--- src/rtl/program_loader.sv ---
// program_loader: streams a program into instruction memory, checksum-verifies it, then releases the processor.
module program_loader #(
  parameter int ADDR_W      = 10,
  parameter int DATA_W      = 32,
  parameter int MAX_WORDS   = 1024,
  parameter int HOLD_CYCLES = 2,
  parameter int VERIFY_EN   = 1
) (
  input  logic              clk,
  input  logic              rst,
  input  logic              start,
  input  logic              abort,
  input  logic [ADDR_W-1:0] base_addr,
  input  logic [ADDR_W:0]   num_words,
  input  logic              in_valid,
  input  logic [DATA_W-1:0] in_data,
  output logic              in_ready,
  output logic              imem_we,
  output logic [ADDR_W-1:0] imem_addr,
  output logic [DATA_W-1:0] imem_wdata,
  input  logic [DATA_W-1:0] imem_rdata,
  output logic              cpu_rst,
  output logic [ADDR_W-1:0] init_pc,
  output logic              busy,
  output logic              done,
  output logic              error,
  output logic [DATA_W-1:0] checksum,
  output logic [ADDR_W:0]   words_loaded
);
  typedef enum logic [2:0] {IDLE, LOAD, DRAIN, VERIFY, HOLD, RUN} state_t;
  localparam int HW = $clog2(HOLD_CYCLES + 1);
  localparam logic [ADDR_W:0] MAXW = (ADDR_W+1)'(MAX_WORDS);
  state_t state;
  logic [ADDR_W-1:0] base;
  logic [ADDR_W:0] nwords, rd_cnt;
  logic [DATA_W-1:0] vsum;
  logic rd_v, rd_last, cmp_v, cmp_last;
  logic [HW-1:0] hcnt;
  logic len_ok, accept, last_acc;
  assign len_ok   = (num_words != '0) && (num_words <= MAXW);
  assign in_ready = (state == LOAD) && !abort;
  assign accept   = in_valid && in_ready;
  assign last_acc = accept && (words_loaded == nwords - 1'b1);
  assign cpu_rst  = (state != RUN);
  assign done     = (state == RUN);
  assign busy     = (state != IDLE) && (state != RUN);
  assign init_pc  = base;
  always_ff @(posedge clk or negedge rst) begin
    if (!rst) begin
      state        <= IDLE;
      base         <= '0;
      nwords       <= '0;
      rd_cnt       <= '0;
      vsum         <= '0;
      rd_v         <= 1'b0;
      rd_last      <= 1'b0;
      cmp_v        <= 1'b0;
      cmp_last     <= 1'b0;
      hcnt         <= '0;
      imem_we      <= 1'b0;
      imem_addr    <= '0;
      imem_wdata   <= '0;
      error        <= 1'b0;
      checksum     <= '0;
      words_loaded <= '0;
    end else begin
      imem_we  <= 1'b0;
      rd_v     <= 1'b0;
      cmp_v    <= rd_v;
      cmp_last <= rd_v && rd_last;
      if (abort) begin
        state <= IDLE;
        if (busy) error <= 1'b1;
      end else begin
        case (state)
          IDLE, RUN: if (start) begin
            if (len_ok) begin
              base         <= base_addr;
              nwords       <= num_words;
              checksum     <= '0;
              words_loaded <= '0;
              error        <= 1'b0;
              state        <= LOAD;
            end else begin
              error <= 1'b1;
              state <= IDLE;
            end
          end
          LOAD: if (accept) begin
            imem_we      <= 1'b1;
            imem_addr    <= base + words_loaded[ADDR_W-1:0];
            imem_wdata   <= in_data;
            checksum     <= checksum + in_data;
            words_loaded <= words_loaded + 1'b1;
            if (last_acc) state <= DRAIN;
          end
          DRAIN: begin
            rd_cnt <= '0;
            vsum   <= '0;
            hcnt   <= '0;
            state  <= (VERIFY_EN != 0) ? VERIFY : HOLD;
          end
          VERIFY: begin
            if (rd_cnt != nwords) begin
              imem_addr <= base + rd_cnt[ADDR_W-1:0];
              rd_v      <= 1'b1;
              rd_last   <= (rd_cnt == nwords - 1'b1);
              rd_cnt    <= rd_cnt + 1'b1;
            end
            // read data trails its address by one cycle, so compare is two edges behind issue
            if (cmp_v) begin
              vsum <= vsum + imem_rdata;
              if (cmp_last) begin
                if (vsum + imem_rdata == checksum) state <= HOLD;
                else begin
                  error <= 1'b1;
                  state <= IDLE;
                end
              end
            end
          end
          HOLD: if (hcnt == HW'(HOLD_CYCLES - 1)) state <= RUN;
                else hcnt <= hcnt + 1'b1;
          default: state <= IDLE;
        endcase
      end
    end
  end
endmodule

--- config.mk ---
export PLATFORM = sky130hd
export DESIGN_NAME = program_loader
export DESIGN_NICKNAME = d
export VERILOG_FILES = /design/src/rtl/program_loader.sv
export SDC_FILE = /design/constraint.sdc
export NUM_CORES = 1
export LEC_CHECK = 0
export ABC_AREA = 0
export CAP_MARGIN = 25
export CORE_UTILIZATION = 54
export CTS_CLUSTER_SIZE = 40
export DETAILED_ROUTE_END_ITERATION = 6
export PLACE_DENSITY_LB_ADDON = 0.15
export SLEW_MARGIN = 40
export SYNTH_ARGS = -nofsm -noshare
export SYNTH_HDL_FRONTEND = slang
export SYNTH_SLANG_ARGS = --single-unit
--- constraint.sdc ---
create_clock -name clk -period 4.6 [get_ports clk]
set_clock_uncertainty 0.1 [all_clocks]
set_input_delay 1.15 -clock clk [delete_from_list [all_inputs] [get_ports clk]]
set_output_delay 1.15 -clock clk [all_outputs]
set_load 0.02 [all_outputs]
=== Word-level counts from Yosys, hierarchy flattened ===
Index checks and enable logic that the tools add are counted.

* Input port bits: 90
* Register bits after elaboration: 160
* Output and inout bits: 101

* Reduce and logical (&&, ||, !) cells: 26
* Eq/ne operators: 25
* Order comparisons: 1
* Multiplexer cells: 41
* Add/sub/neg operators: 8
* Bitwise operators: 1

{| class="wikitable"
|+ Operator list
! cell !! count
|-
| $mux W32 || 4
|-
| $pmux W32 S2 || 2
|-
| $add A32 B32 Y32 || 2
|-
| $mux W11 || 4
|-
| $pmux W11 S2 || 2
|-
| $eq A32 B32 Y1 || 1
|-
| $mux W3 || 8
|-
| $ne A3 B3 Y1 const B || 8
|-
| $add A11 B1 Y11 const B || 2
|-
| $eq A11 B11 Y1 || 2
|-
| $add A10 B10 Y10 || 2
|-
| $mux W10 || 2
|-
| $pmux W10 S2 || 1
|-
| $pmux W3 S5 || 1
|-
| $reduce_and A3 Y1 || 5
|-
| $mux W1 || 14
|-
| $ne A2 B2 Y1 const B || 6
|-
| $reduce_and A6 Y1 || 2
|-
| $le A11 B11 Y1 const B || 1
|-
| $ne A11 B11 Y1 || 1
|-
| $reduce_bool A11 Y1 || 1
|-
| $sub A11 B1 Y11 const B || 1
|-
| $reduce_and A4 Y1 || 2
|-
| $reduce_bool A2 Y1 || 4
|-
| other kinds (16) || 24
|}

=== Depth between registers and ports, before layout ===
* Depth in word-level cells: 8
* Depth in mapped cells: 19
* Depth with buffers taken out: 17

=== Worst setup path after synthesis ===
OpenSTA, ideal clock, no wires.

* Kind: input to register
* Start point: in imem_rdata[0]
* End point: reg error
* Data arrival time: 4.071 ns
* Data required time: 4.376 ns
* Slack: 0.305 ns
* Stages on the path: 14
* Cells stage by stage: ha_1 > inv_1 > fa_1 > nor2b_1 > o31a_1 > o21ai_2 > a2111oi_1 > a2111oi_4 > o21ai_1 > xor2_1 > xor2_1 > nor4_1 > nand4_1 > o31a_1

* Cells in the longest elaborated chain, start to end: 4

{| class="wikitable"
|+ RTL lines
! element !! line !! source
|-
| start, declared || 21 || <nowiki>input logic [DATA_W-1:0] imem_rdata,</nowiki>
|-
| $add A32 B32 Y32 || 114 || <nowiki>if (vsum + imem_rdata == checksum) state <= HOLD;</nowiki>
|-
| $eq A32 B32 Y1 || 114 ||
|-
| $ne A3 B3 Y1 (no source line) || - ||
|-
| $reduce_and A6 Y1 (no source line) || - ||
|-
| end signal, assigned || 82 || <nowiki>error <= 1'b0;</nowiki>
|-
| end signal, assigned || 85 || <nowiki>error <= 1'b1;</nowiki>
|-
| end signal, assigned || 116 || <nowiki>error <= 1'b1;</nowiki>
|-
| end, declared || 26 || <nowiki>output logic error,</nowiki>
|}

Every way passes these cells.
A chain may end at the register's enable or synchronous reset.

=== Final worst setup path ===
* Start point: in imem_rdata[17]
* End point: reg error

The elaborated chain is that of the path after synthesis.

==> impl_metrics.csv <==
group,metric,value,unit
final_layout,layout_common_cells,"nand2_1, clkdlybuf4s50_1, dfrtp_1, buf_4, a21oi_1",
critical_path,crit_path_start_kind,"input port",
final_layout,final_common_cell,"nand2_1",
power_and_ir_drop,power.total,9677,µW
sta,worst_pin_slew,0.7451,ns
synth,synth_mux_area_share,2.524,%
final_layout,nets,1757,
route,drc_errors,0,
critical_path,crit_chain,"clkdlybuf4s50_1 > ha_1 > buf_4 > nand4_1 > o21bai_1 > a2111oi_2 > buf_4 > a2111oi_4 > buf_4 > o21bai_1 > a21oi_1 > xnor2_1 > xnor2_1 > nand4_1 > o31a_1",
floorplan,io_pins,191,
clock_tree,cts_hold_buffers,0,
critical_path,critPathMaxFanout,5,
synth,synth_cell_types,76,
synth,synth-seq-cells,160,
floorplan,start_util,55.51,%
clock_tree,clkSlewWorstSetupHoldPaths,0.07,ns
sta,min_period,4.446,ns
floorplan,die_w,146.7,µm
global_route,grt_pass1_vias,10380,
floorplan,core-area,20360,µm²
critical_path,r2r-end,"state[0]$_DFFE_PN0P_",
final_layout,final_util,73.54,%
critical_path,regToRegSetupSlack,0.84,ns
floorplan,rows,52,
sta,layout_worst_path_cycle_share,96.65,%
min_path,hold_path_class,"reg2reg",
synth,synth_warnings,0,
global_route,grt_max_degree,97,
floorplan,die_area,21520,µm²
min_path,min_path_cells,0,
synth,synth_edf_count,0,
critical_path,reg2reg_from,"nwords[0]$_DFFE_PN0P_",
sta,slew_violations,0,
sta,fmax,224.9,MHz
synth,ys_async_sr_fraction,100.0,%
synth,syn_nets,1478,
sta,rsz0062_at_grt,"false",
place,routabilityCongestion,0.9414,
final_layout,multi_input_area,7018,µm²
critical_path,crit_path_end_kind,"register",
route,vias,10860,
place,post-dp-hpwl,25720,µm
synth,ys_seq_area_share,35.42,%
final_layout,register_area,4004,µm²
critical_path,ff2ff_path_depth,13,
min_path,hp-start,"rd_v$_DFF_PN0_",
min_path,worstHoldEndpoint,"cmp_v$_DFF_PN0_",
global_route,antenna_found_initial,0,
route,dr.pass1.iters,5,
floorplan,dieHeight,146.7,µm
synth,netlist_instances,1310,
route,drtIter0Drc,861,
clock_tree,cts-buffers-inserted,17,
flow_run,maxCapViolCount,0,
final_layout,drive_above_1_share,13.42,%
final_layout,fillers,1558,
synth,synth_xor_area_share,12.37,%
critical_path,cpMaxStageDelayCell,"clkdlybuf4s50_1",
critical_path,crit_required,4.82,ns
route,wl_per_cell,18.52,µm
sta,hold_viol_final,0,
critical_path,worstSetupPathType,"in2reg",
place,io_buffer_count,190,
power_and_ir_drop,powerDensity,646.1,nW/µm²
final_layout,syn2layout_area_growth,32.49,%
synth,synthAdderAreaFrac,8.832,%
power_and_ir_drop,peakVddDrop,0.3402,mV
synth,synth_top_family_by_area,"compound AO/OA/AOI/OAI gates",
clock_tree,h-tree-depth,4,
critical_path,path_common_cell,"buf_4",
route,via_per_inst,5.801,
final_layout,antenna_cells,0,
clock_tree,clkLatencyLatePin,0.44,ns
global_route,grt_usage,32.50,%
sta,finalSetupTns,0,ns
synth,synth_compound_area_share,19.96,%
synth,syn_area,11300,µm²
critical_path,cp.arrival,4.67,ns
global_route,grt_overflow,0,
clock_tree,root_buffer,"clkbuf_16",
sta,setup_violations,0,
power_and_ir_drop,leakagePower,0.006935,µW
sta,relSlewSlack,50.33,%
synth,avgSynthCellArea,8.629,µm²
global_route,grt_pass1_wl,54910,µm
clock_tree,cts.sinks,160,
synth,synth_ff_type,"dfrtp_1",
clock_tree,cts_tree,"built",
route,drtAntennaViolNets,0,
route,wirelength,34680,µm
synth,yosys.area_share.simple,17.52,%
critical_path,max_stage_delay,0.44,ns
clock_tree,clockBufferDepth,2,
run_status,status,"finished, final reports clean",
## cell type report
| cell class | count | share of cell area [%] |
|---|---|---|
| clock buffer | 19 | 2.891 |
| clock inverter | 13 | 0.8772 |
| inverter | 36 | 0.9023 |
| multi-input combinational | 1053 | 46.86 |
| sequential | 160 | 26.73 |
| tap | 270 | 2.256 |
| timing repair buffer | 321 | 19.48 |
## metrics by stage
step,hold slack (ns),area (µm²),instances,setup slack [ns]
6_report,0.2695,14980,1872,0.1540
5_1_grt,0.2745,14980,1872,0.002310
4_1_cts,0.2700,14870,1867,0.005017
3_5_place_dp,0.2540,14280,1835,-0.5191
3_3_place_gp,0.2488,14280,1835,-0.4579
2_1_floorplan,0.2467,11300,1310,0.3046
## state kept, by name, indices dropped and copies added (netlist names)
register / count
state: 3
words_loaded: 11
imem_we: 1
vsum: 32
hcnt: 2
imem_addr: 10
imem_wdata: 32
checksum: 32
cmp_v: 1
init_pc: 10
rd_last: 1
error: 1
cmp_last: 1
rd_cnt: 11
nwords: 11
rd_v: 1
## worst max-delay path by stage
stage	start	to	slack, ns	cells after the start
CTS	imem_rdata[0]	error$_DFFE_PN0P_	0.005	15
global placement	imem_rdata[0]	error$_DFFE_PN0P_	-0.46	15
floorplan	imem_rdata[0]	error$_DFFE_PN0P_	0.30	14
finish	imem_rdata[17]	error$_DFFE_PN0P_	0.15	15
detailed placement	imem_rdata[0]	error$_DFFE_PN0P_	-0.52	15
global route	imem_rdata[1]	error$_DFFE_PN0P_	0.002	14
## cell usage after synthesis (20+ instances only)
library cell | count | area (µm²)
nand2_1 | 246 | 923.4
dfrtp_1 | 160 | 4004
a21oi_1 | 92 | 460.4
xnor2_1 | 87 | 762.0
o21ai_0 | 81 | 405.4
nor2_1 | 77 | 289.0
ha_1 | 75 | 938.4
xor2_1 | 57 | 499.2
clkbuf_1 | 46 | 172.7
inv_1 | 35 | 131.4
a21o_1 | 32 | 240.2
nor3_1 | 22 | 110.1
mux2_2 | 20 | 225.2
nand4_1 | 20 | 125.1
## repair_timing
item,CTS,global route
buffers inserted,0,5
endpoints found under the setup margin,2,2
resized for setup,3,15
pin swaps,4,17
## logic make-up (layout without fill, tap and decap cells)
family / after synthesis / after routing
simple gates: 451 / 451
xor+xnor: 150 / 150
buf+inv: 97 / 389
flops: 160 / 160
fa+ha+maj: 78 / 78
mux: 26 / 26
compound gates: 348 / 348
## per-layer routing
metal | vias to the layer above | routed length (µm) | GRT usage (%) | share of wire [%]
met5 | - | 0 | 0 | 0
met2 | 426 | 15380 | 49.24 | 44
met4 | 0 | 574 | 8.490 | 1.7
met1 | 5195 | 15970 | 47.47 | 46
li1 | 5193 | - | - | -
met3 | 45 | 2749 | 6.063 | 7.9
## where the power goes
group | internal, µW | switching, µW
Clock | 759 | 650
Sequential | 1920 | 616
Combinational | 2750 | 2980
Total | 5430 | 4240
## worst max-delay path: cells and delay by family
kind | cells | cell delay [ns]
AOI/OAI and AO/OA | 6 | 1.34
buffers and inverters | 4 | 0.95
and+or+nand+nor | 2 | 0.48
xor gates and xnor gates | 2 | 0.40
adders and majority gates | 1 | 0.34
(Power assumes the default switching activity.)
